**config.mk**
```make
export PLATFORM = sky130hd
export DESIGN_NAME = harness_cmd_decoder_flat
export DESIGN_NICKNAME = d
export VERILOG_FILES = /design/src/rtl/harness_pkg.sv /design/src/rtl/harness_cmd_decoder_if.sv /design/src/rtl/harness_tx_serializer.sv /design/src/rtl/harness_cmd_decoder.sv /design/src/flat_wrapper.sv
export SDC_FILE = /design/constraint.sdc
export NUM_CORES = 1
export LEC_CHECK = 0
export BUFFER_PORTS_ARGS = -buffer_cell sky130_fd_sc_hd__buf_2
export CAP_MARGIN = 20
export CORE_ASPECT_RATIO = 1.25
export CORE_MARGIN = 2
export CORE_UTILIZATION = 45
export DETAILED_ROUTE_END_ITERATION = 10
export GPL_TIMING_DRIVEN = 0
export PLACE_DENSITY_LB_ADDON = 0.25
export RECOVER_POWER = 100
export SLEW_MARGIN = 10
export SYNTH_ARGS = -nofsm -noshare
export SYNTH_HDL_FRONTEND = slang
export SYNTH_SLANG_ARGS = --single-unit
```
**constraint.sdc**
```tcl
create_clock -name clk -period 2.05 [get_ports clk]
set_input_delay 0.3075 -clock clk [delete_from_list [all_inputs] [get_ports clk]]
set_output_delay 0.3075 -clock clk [all_outputs]
set_load 0.02 [all_outputs]
```
**src/rtl/harness_pkg.sv**
```systemverilog
// harness_pkg: command codes, decoder states and word geometry shared by the harness
package harness_pkg;
  localparam logic [7:0] CMD_DUMP    = 8'h68;
  localparam logic [7:0] CMD_QUIT    = 8'h69;
  localparam logic [7:0] CMD_RST_ON  = 8'h6A;
  localparam logic [7:0] CMD_RST_OFF = 8'h6B;
  localparam logic [7:0] CMD_STEP    = 8'h6C;
  localparam logic [7:0] CMD_LOAD    = 8'h6D;
  localparam int WORD_BYTES = 4;
  typedef enum logic [2:0] {IDLE, LOAD, STEP, DUMP, HALT} state_t;
endpackage

```
**src/rtl/harness_cmd_decoder_if.sv**
```systemverilog
// harness_cmd_decoder_if: host byte link, command stream in and response stream out
interface harness_cmd_decoder_if;
  logic [7:0] in_data;
  logic in_valid;
  logic in_ready;
  logic [7:0] out_data;
  logic out_valid;
  logic out_ready;
  modport master(output in_data, in_valid, out_ready, input in_ready, out_data, out_valid);
  modport slave(input in_data, in_valid, out_ready, output in_ready, out_data, out_valid);
endinterface

```
**src/rtl/harness_tx_serializer.sv**
```systemverilog
// harness_tx_serializer: snapshots the dut output bus and streams it LSB byte first
module harness_tx_serializer
  import harness_pkg::*;
#(
  parameter int OUTPUT_WORDS = 1
) (
  input  logic clk,
  input  logic rst,
  input  logic start,
  input  logic [OUTPUT_WORDS*32-1:0] snapshot,
  output logic busy,
  output logic [7:0] out_data,
  output logic out_valid,
  input  logic out_ready
);
  localparam int NB = OUTPUT_WORDS * WORD_BYTES;
  localparam int IW = $clog2(NB + 1);
  logic [OUTPUT_WORDS*32-1:0] sr;
  logic [IW-1:0] idx;
  logic last;
  assign last = idx == IW'(NB - 1);
  assign out_data = sr[7:0];
  assign busy = out_valid && !(out_ready && last);
  always_ff @(posedge clk) begin
    if (rst) begin
      sr <= '0;
      idx <= '0;
      out_valid <= 1'b0;
    end else if (start) begin
      sr <= snapshot;
      idx <= '0;
      out_valid <= 1'b1;
    end else if (out_valid && out_ready) begin
      sr <= sr >> 8;
      idx <= idx + 1'b1;
      out_valid <= !last;
    end
  end
endmodule

```
**src/rtl/harness_cmd_decoder.sv**
```systemverilog
// harness_cmd_decoder: decodes host commands into dut reset, clock enable, input load and output dump
module harness_cmd_decoder
  import harness_pkg::*;
#(
  parameter int INPUT_BYTES  = 4,
  parameter int OUTPUT_WORDS = 1,
  parameter int STEP_CYCLES  = 3
) (
  input  logic clk,
  input  logic rst,
  harness_cmd_decoder_if.slave host,
  output logic [INPUT_BYTES*8-1:0] dut_data_in,
  input  logic [OUTPUT_WORDS*32-1:0] dut_data_out,
  output logic dut_rst,
  output logic dut_clk_en,
  output logic halted,
  output logic err
);
  localparam int IS = INPUT_BYTES * 8;
  localparam int BW = $clog2(INPUT_BYTES + 1);
  localparam int SW = $clog2(STEP_CYCLES + 1);
  state_t state;
  logic [IS-1:0] shadow, shadow_n;
  logic [BW-1:0] bcnt;
  logic [SW-1:0] scnt;
  logic acc, start, busy;
  assign host.in_ready = state == IDLE || state == LOAD || state == HALT;
  assign acc = host.in_valid && host.in_ready;
  assign start = acc && state == IDLE && host.in_data == CMD_DUMP;
  assign shadow_n = (shadow >> 8) | (IS'(host.in_data) << (IS - 8));
  harness_tx_serializer #(.OUTPUT_WORDS(OUTPUT_WORDS)) u_tx (
    .clk(clk),
    .rst(rst),
    .start(start),
    .snapshot(dut_data_out),
    .busy(busy),
    .out_data(host.out_data),
    .out_valid(host.out_valid),
    .out_ready(host.out_ready)
  );
  always_ff @(posedge clk) begin
    if (rst) begin
      state <= IDLE;
      shadow <= '0;
      bcnt <= '0;
      scnt <= '0;
      dut_data_in <= '0;
      dut_rst <= 1'b1;
      dut_clk_en <= 1'b0;
      halted <= 1'b0;
      err <= 1'b0;
    end else begin
      case (state)
        IDLE: if (acc) begin
          case (host.in_data)
            CMD_DUMP: state <= DUMP;
            CMD_QUIT: begin
              state <= HALT;
              halted <= 1'b1;
            end
            CMD_RST_ON: dut_rst <= 1'b1;
            CMD_RST_OFF: dut_rst <= 1'b0;
            CMD_STEP: begin
              state <= STEP;
              scnt <= SW'(STEP_CYCLES);
              dut_clk_en <= 1'b1;
            end
            CMD_LOAD: begin
              state <= LOAD;
              bcnt <= '0;
            end
            default: begin
              state <= HALT;
              err <= 1'b1;
              halted <= 1'b1;
            end
          endcase
        end
        LOAD: if (acc) begin
          shadow <= shadow_n;
          bcnt <= bcnt + 1'b1;
          if (bcnt == BW'(INPUT_BYTES - 1)) begin
            dut_data_in <= shadow_n;
            state <= IDLE;
          end
        end
        STEP: if (scnt == SW'(1)) begin
          dut_clk_en <= 1'b0;
          state <= IDLE;
        end else scnt <= scnt - 1'b1;
        DUMP: if (!busy) state <= IDLE;
        default: ;
      endcase
    end
  end
endmodule

```
**src/flat_wrapper.sv**
```systemverilog
// flat-port wrapper written by rule: the top's interface ports become plain ports
module harness_cmd_decoder_flat import harness_pkg::*;
#(
  parameter int INPUT_BYTES  = 4,
  parameter int OUTPUT_WORDS = 1,
  parameter int STEP_CYCLES  = 3
)
  (clk, rst, dut_data_in, dut_data_out, dut_rst, dut_clk_en, halted, err, host_in_data, host_in_valid, host_out_ready, host_in_ready, host_out_data, host_out_valid);
  harness_cmd_decoder_if host_i ();
  input  logic clk;
  input  logic rst;
  output logic [INPUT_BYTES*8-1:0] dut_data_in;
  input  logic [OUTPUT_WORDS*32-1:0] dut_data_out;
  output logic dut_rst;
  output logic dut_clk_en;
  output logic halted;
  output logic err;
  input wire logic [$bits(host_i.in_data)-1:0] host_in_data;
  input wire logic [$bits(host_i.in_valid)-1:0] host_in_valid;
  input wire logic [$bits(host_i.out_ready)-1:0] host_out_ready;
  output wire logic [$bits(host_i.in_ready)-1:0] host_in_ready;
  output wire logic [$bits(host_i.out_data)-1:0] host_out_data;
  output wire logic [$bits(host_i.out_valid)-1:0] host_out_valid;
  assign host_i.in_data = host_in_data;
  assign host_i.in_valid = host_in_valid;
  assign host_i.out_ready = host_out_ready;
  assign host_in_ready = host_i.in_ready;
  assign host_out_data = host_i.out_data;
  assign host_out_valid = host_i.out_valid;
  harness_cmd_decoder #(.INPUT_BYTES(INPUT_BYTES), .OUTPUT_WORDS(OUTPUT_WORDS), .STEP_CYCLES(STEP_CYCLES)) u_core (.clk(clk), .rst(rst), .host(host_i), .dut_data_in(dut_data_in), .dut_data_out(dut_data_out), .dut_rst(dut_rst), .dut_clk_en(dut_clk_en), .halted(halted), .err(err));
endmodule
```
==> After elaboration in Yosys (flattened, before gate mapping) <==
Cells that the tools add are included.
{ "totals": {"regBits": 112, "latchBits": 0, "ram_bits": 0, "romBits": 0, "in_bits": 44, "output_inout_bits": 46, "wordCells": 93, "mem_count": 0} }
{ "classes": {"addsub": 3, "mul": 0, "n_div": 0, "magnitude_cmp": 0, "eq_ne": 22, "n_shift": 0, "mux": 24, "bitwise_logic": 3, "n_reduce_logical": 29} }
{ "ops": {"columns": ["cell", "n"], "rows": [
  ["two-way mux 32 bit", 2],
  ["== test 8 x 7 -> 1 bit (second input constant)", 6],
  ["OR 24 x 32 -> 32 bit", 1],
  ["two-way mux 3 bit", 8],
  ["case mux 3 bit (4 select lines)", 2],
  ["== test 3 x 2 -> 1 bit (second input constant)", 4],
  ["inequality test 2 bit (second input constant)", 6],
  ["AND reduction 3 bit", 4],
  ["AND reduction 4 bit", 3],
  ["nonzero test 2 bit", 4],
  ["AND reduction 7 bit", 1],
  ["adder 3 x 1 -> 3 bit (second input constant)", 2],
  ["logical AND 1 bit", 6],
  ["two-way mux 2 bit", 3],
  ["inequality test 2 x 1 -> 1 bit (second input constant)", 3],
  ["case mux 3 bit (2 select lines)", 1],
  ["OR reduction 6 bit", 1],
  ["two-way mux 1 bit", 5],
  ["OR reduction 5 bit", 1],
  ["case mux 1 bit (2 select lines)", 2],
  ["case mux 2 bit (2 select lines)", 1],
  ["nonzero test 4 bit", 1],
  ["OR reduction 2 bit", 2],
  ["== test 3 x 1 -> 1 bit (second input constant)", 1],
  ["8 further kinds", 11]
]} }

==> Longest topological paths before layout <==
{ "logic_depth": {"ltp_word": 7, "mapped_depth": 7, "mapped_depth_nobuf": 6} }

==> Hierarchy <==
Synthesis repeated with hierarchy kept, for this count alone.
{ "hier_totals": {"cells_unflattened": 529, "hier_area_um2": 4569.4} }
{ "by_module_without_submodules": {"columns": ["module", "n_inst", "cells_per_inst", "area_each_um2", "seq_area_each_um2"], "rows": [
  ["harness_cmd_decoder", 1, 331, 2666.3, 1361.3],
  ["harness_tx_serializer", 1, 198, 1903.1, 720.7]
]} }

==> Worst setup path after synthesis <==
OpenSTA, ideal clock, no wires.
{ "synth_path": {"path_type": "flip-flop to flip-flop", "from": "register u_core.state[2]", "to": "register u_core.u_tx.sr[10]", "setup_time_ns": 0.147, "t_arrival_ns": 1.404, "required_ns": 1.903, "slack_ns": 0.499, "stages_incl_launch_ff": 7, "n_path_buf": 2, "synth_period_minus_slack_ns": 1.551, "cell_sequence": "dfxtp_1 nor4b_4 nand4_1 buf_2 buf_2 nor2_1 a311oi_2"} }
{ "synth_via": {"elab_chain_cells": 7, "word_cells_on_any_way": 10, "classes_between": "2 x eq/ne; 1 x mux; 7 x reduce/logical"} }
{ "synth_rtl": {"columns": ["item", "line", "source"], "rows": [
  ["start, declared", "harness_cmd_decoder.sv:22", "state_t state;"],
  ["start signal, assigned", "harness_cmd_decoder.sv:43", "state <= IDLE;"],
  ["start signal, assigned", "harness_cmd_decoder.sv:56", "CMD_DUMP: state <= DUMP;"],
  ["start signal, assigned", "harness_cmd_decoder.sv:58", "state <= HALT;"],
  ["== test 3 x 1 -> 1 bit / logical NOT 3 bit (equally long branches)", "harness_cmd_decoder.sv:27, harness_cmd_decoder.sv:29", null],
  ["logical OR 1 bit (2 in series)", "harness_cmd_decoder.sv:27", "assign host.in_ready = state == IDLE || state == LOAD || state == HALT;"],
  ["logical AND 1 bit", "harness_cmd_decoder.sv:28", "assign acc = host.in_valid && host.in_ready;"],
  ["logical AND 1 bit * (2 in series)", "harness_cmd_decoder.sv:29", "assign start = acc && state == IDLE && host.in_data == CMD_DUMP;"],
  ["two-way mux 32 bit / nonzero test 2 bit (equally long branches)", null, null],
  ["end signal, assigned", "harness_tx_serializer.sv:30", "sr <= snapshot;"],
  ["end signal, assigned", "harness_tx_serializer.sv:34", "sr <= sr >> 8;"],
  ["end, declared", "harness_tx_serializer.sv:18", "logic [OUTPUT_WORDS*32-1:0] sr;"]
]} }
Mark *: on every way between the ends. The rest lies on a longest branch, timed or not.
A chain may end at the register's enable or synchronous reset.

==> Final worst setup path <==
{ "layout_path": {"from": "register u_core.state[0]", "to": "register u_core.u_tx.sr[5]"} }
Same word-level chain as after synthesis.

==> qor.yml <==
run_status:
  outcome: "completed"
worst_setup_path:
  cpMaxStageDelayCell: "nor4b_4"
  arrival_ns: 2.10
  required_ns: 2.29
  path_cells: "nor4b_4 -> nand4_1 -> buf_2 -> clkbuf_2 -> a311oi_1"
  crit_path_end_kind: "flop"
  max_stage_delay_ns: 0.45
  crit_path_max_fanout: 10
  worstSetupPathType: "reg -> reg"
  cp-start-kind: "flop"
timing:
  period_share_pct: 90.48
  finalSetupTns_ns: 0
  hold_viol: 0
  rsz0062_at_grt: "false"
  clock_skew_ns: 0.006714
  slew_violations: 0
  min_period_ns: 1.855
  setup_viol: 0
  whs_ns: 0.2145
  max_freq_mhz: 539.2
  tightest_slew_ns: 0.6450
  relSlewSlack_pct: 57.00
synth:
  avgSynthCellArea_um2: 8.262
  syn_area_um2: 4412
  synth_cells: 534
  synth_flop_cell: "dfxtp_1"
  ys_seq_area_share_pct: 47.19
  synthArstFlopShare_pct: 0
  syn_nets: 583
  ys_ff_latch: 104
  yosysWarningCount: 0
  synth_edf_count: 0
  ys_types: 40
routing:
  vias: 3996
  drt_iter0_drc: 143
  vias_per_cell: 5.251
  antenna_left: 0
  routed_wl_mm: 10.80
  avgRoutedWirePerCell_um: 14.19
  firstDrtPassIters: 6
  drc: 0
pwr:
  cellLeakagePower_uw: 0.001772
  power_density_nw_per_um2: 753.8
  ir_worst_vdd_uv: 530.0
final_layout:
  nets: 680
  antenna_cells: 0
  final_cell_mix: "nand2_1 (152), dfxtp_1 (104), clkbuf_1 (77)"
  area_growth_pct: 16.42
  drive_gt1_share_pct: 14.96
  final_common_cell: "nand2_1"
  fillers: 972
global_routing:
  grt_max_degree: 16
  antenna_found_initial: 0
  grt_pass1_wl_mm: 17.90
  overflow: 0
  grt_pass1_vias: 3855
  track_usage_pct: 21.08
floorplanning:
  die_y_um: 114.7
  num_rows: 40
  initial_core_util_pct: 46.15
  core_area_um2: 9559
  die_area_um2: 10620
  die_w_um: 92.56
  num_io_pins: 90
clock_network:
  holdBufCountCts: 0
  clk_path_buf_depth: 2
  cts.sinks: 104
  cts_tree: "yes"
  clock_latency_ns: 0.34
  htreeDepth: 3
  clk_pin_slew_ns: 0.07
  cts_inserted_buffers: 9
  cts-root-buf: "clkbuf_16"
job:
  maxCapViolations: 0
min_path:
  hold_path.class: "in -> reg"
place:
  place_congestion: 0.8713
  place.detailed.hpwl_mm: 8.209
  portBuffers: 84
## routing by layer
layer / track usage, % / vias to the layer above / wire length [um]
met4: 7.264 / 0 / 250
met5: 0 / - / 0
li1: - / 2006 / -
met1: 25.17 / 1870 / 4596
met3: 3.555 / 18 / 544
met2: 38.20 / 102 / 5404
## state kept, by name, summed over array words and instances (netlist names)
signal and count:
u_core.scnt 2, u_core.state 3, u_core.err 1, u_core.dut_clk_en 1, u_core.dut_rst 1, u_core.dut_data_in 32, u_core.halted 1, u_core.u_tx.out_valid 1
u_core.u_tx.sr 32, u_core.bcnt 3, u_core.u_tx.idx 3, u_core.shadow 24
## Yosys cell counts (2+ instances only)
cell	instances	area, um2
mux2i_1	2	20.02
and2_1	3	18.77
a31oi_1	2	12.51
o211ai_1	2	15.01
buf_6	3	33.78
dfxtp_1	104	2082
ha_1	5	62.56
buf_4	11	82.58
inv_1	6	22.52
clkbuf_1	27	101.4
a211o_1	2	17.52
nand4_1	4	25.02
o31ai_1	2	15.01
a21oi_1	71	355.3
nor2b_1	3	18.77
nor2_1	36	135.1
nand2_1	152	570.6
o21ai_0	2	10.01
nand3_1	35	175.2
a311oi_2	24	360.4
buf_2	14	70.07
and4bb_2	2	25.02
nor3_1	5	25.02
## cell type report
type | count | area [um2] | area share (%)
timing repair buffer | 86 | 377.9 | 7.357
multi-input combinational | 369 | 1938 | 37.73
inverter | 6 | 22.52 | 0.4385
tap | 126 | 157.7 | 3.069
buffer | 55 | 269.0 | 5.238
clock inverter | 2 | 38.79 | 0.7552
sequential | 104 | 2082 | 40.54
clock buffer | 13 | 250.2 | 4.872
## kinds of logic (layout without fill, tap and decap cells)
family                   Yosys count  after routing  share of synthesized area [%]
AND/OR/NAND/NOR                  248            248                          24.33
adder cells (fa/ha/maj)            5              5                          1.418
multiplexers                       2              2                         0.4538
XOR/XNOR                           2              2                         0.3971
flip-flops                       104            104                          47.19
AO/OA/AOI/OAI                    112            112                          19.17
buffers and inverters             61            162                          7.034
## per-stage QoR
step | setup WS [ns] | instance area (um2) | instances | total power [uW] | utilization, %
after floorplan | 0.4989 | 4412 | 534 | 2159 | -
after global placement | 0.1425 | 4990 | 744 | 2233 | 52.20
after detailed placement | 0.1005 | 4990 | 744 | 2235 | 52.20
after CTS | 0.1560 | 5279 | 759 | 3908 | 55.22
after global routing | 0.05650 | 5136 | 761 | 3997 | 53.73
final | 0.1952 | 5136 | 761 | 3872 | 53.73
## timing repair
item                       in CTS  in global routing
setup buffers                   0                  2
setup endpoints to repair       0                  1
gates resized for setup         0                  0
## worst paths after layout
check / startpoint / slack (ns) / depth (start not counted) / end
min: dut_data_out[27] / 0.21 / 3 / u_core.u_tx.sr[27]
max reg2reg: u_core.state[0] / 0.20 / 5 / u_core.u_tx.sr[5]
min reg2reg: u_core.dut_data_in[1] / 0.45 / 2 / u_core.dut_data_in[1]
max: u_core.state[0] / 0.20 / 5 / u_core.u_tx.sr[5]
## worst max-delay path: cells and delay by family, from the launching register on
kind            cells  cell delay [ns]
compound gates      1             0.28
buf+inv             2             0.48
flops               1             0.35
simple gates        2             0.65
## power breakdown
| group | internal [uW] | switching, uW |
|---|---|---|
| clock network | 980 | 702 |
| registers | 2030 | 4.21 |
| logic | 56.0 | 103 |
| total | 3060 | 810 |
Note: power is estimated with default switching activity, not from simulation.
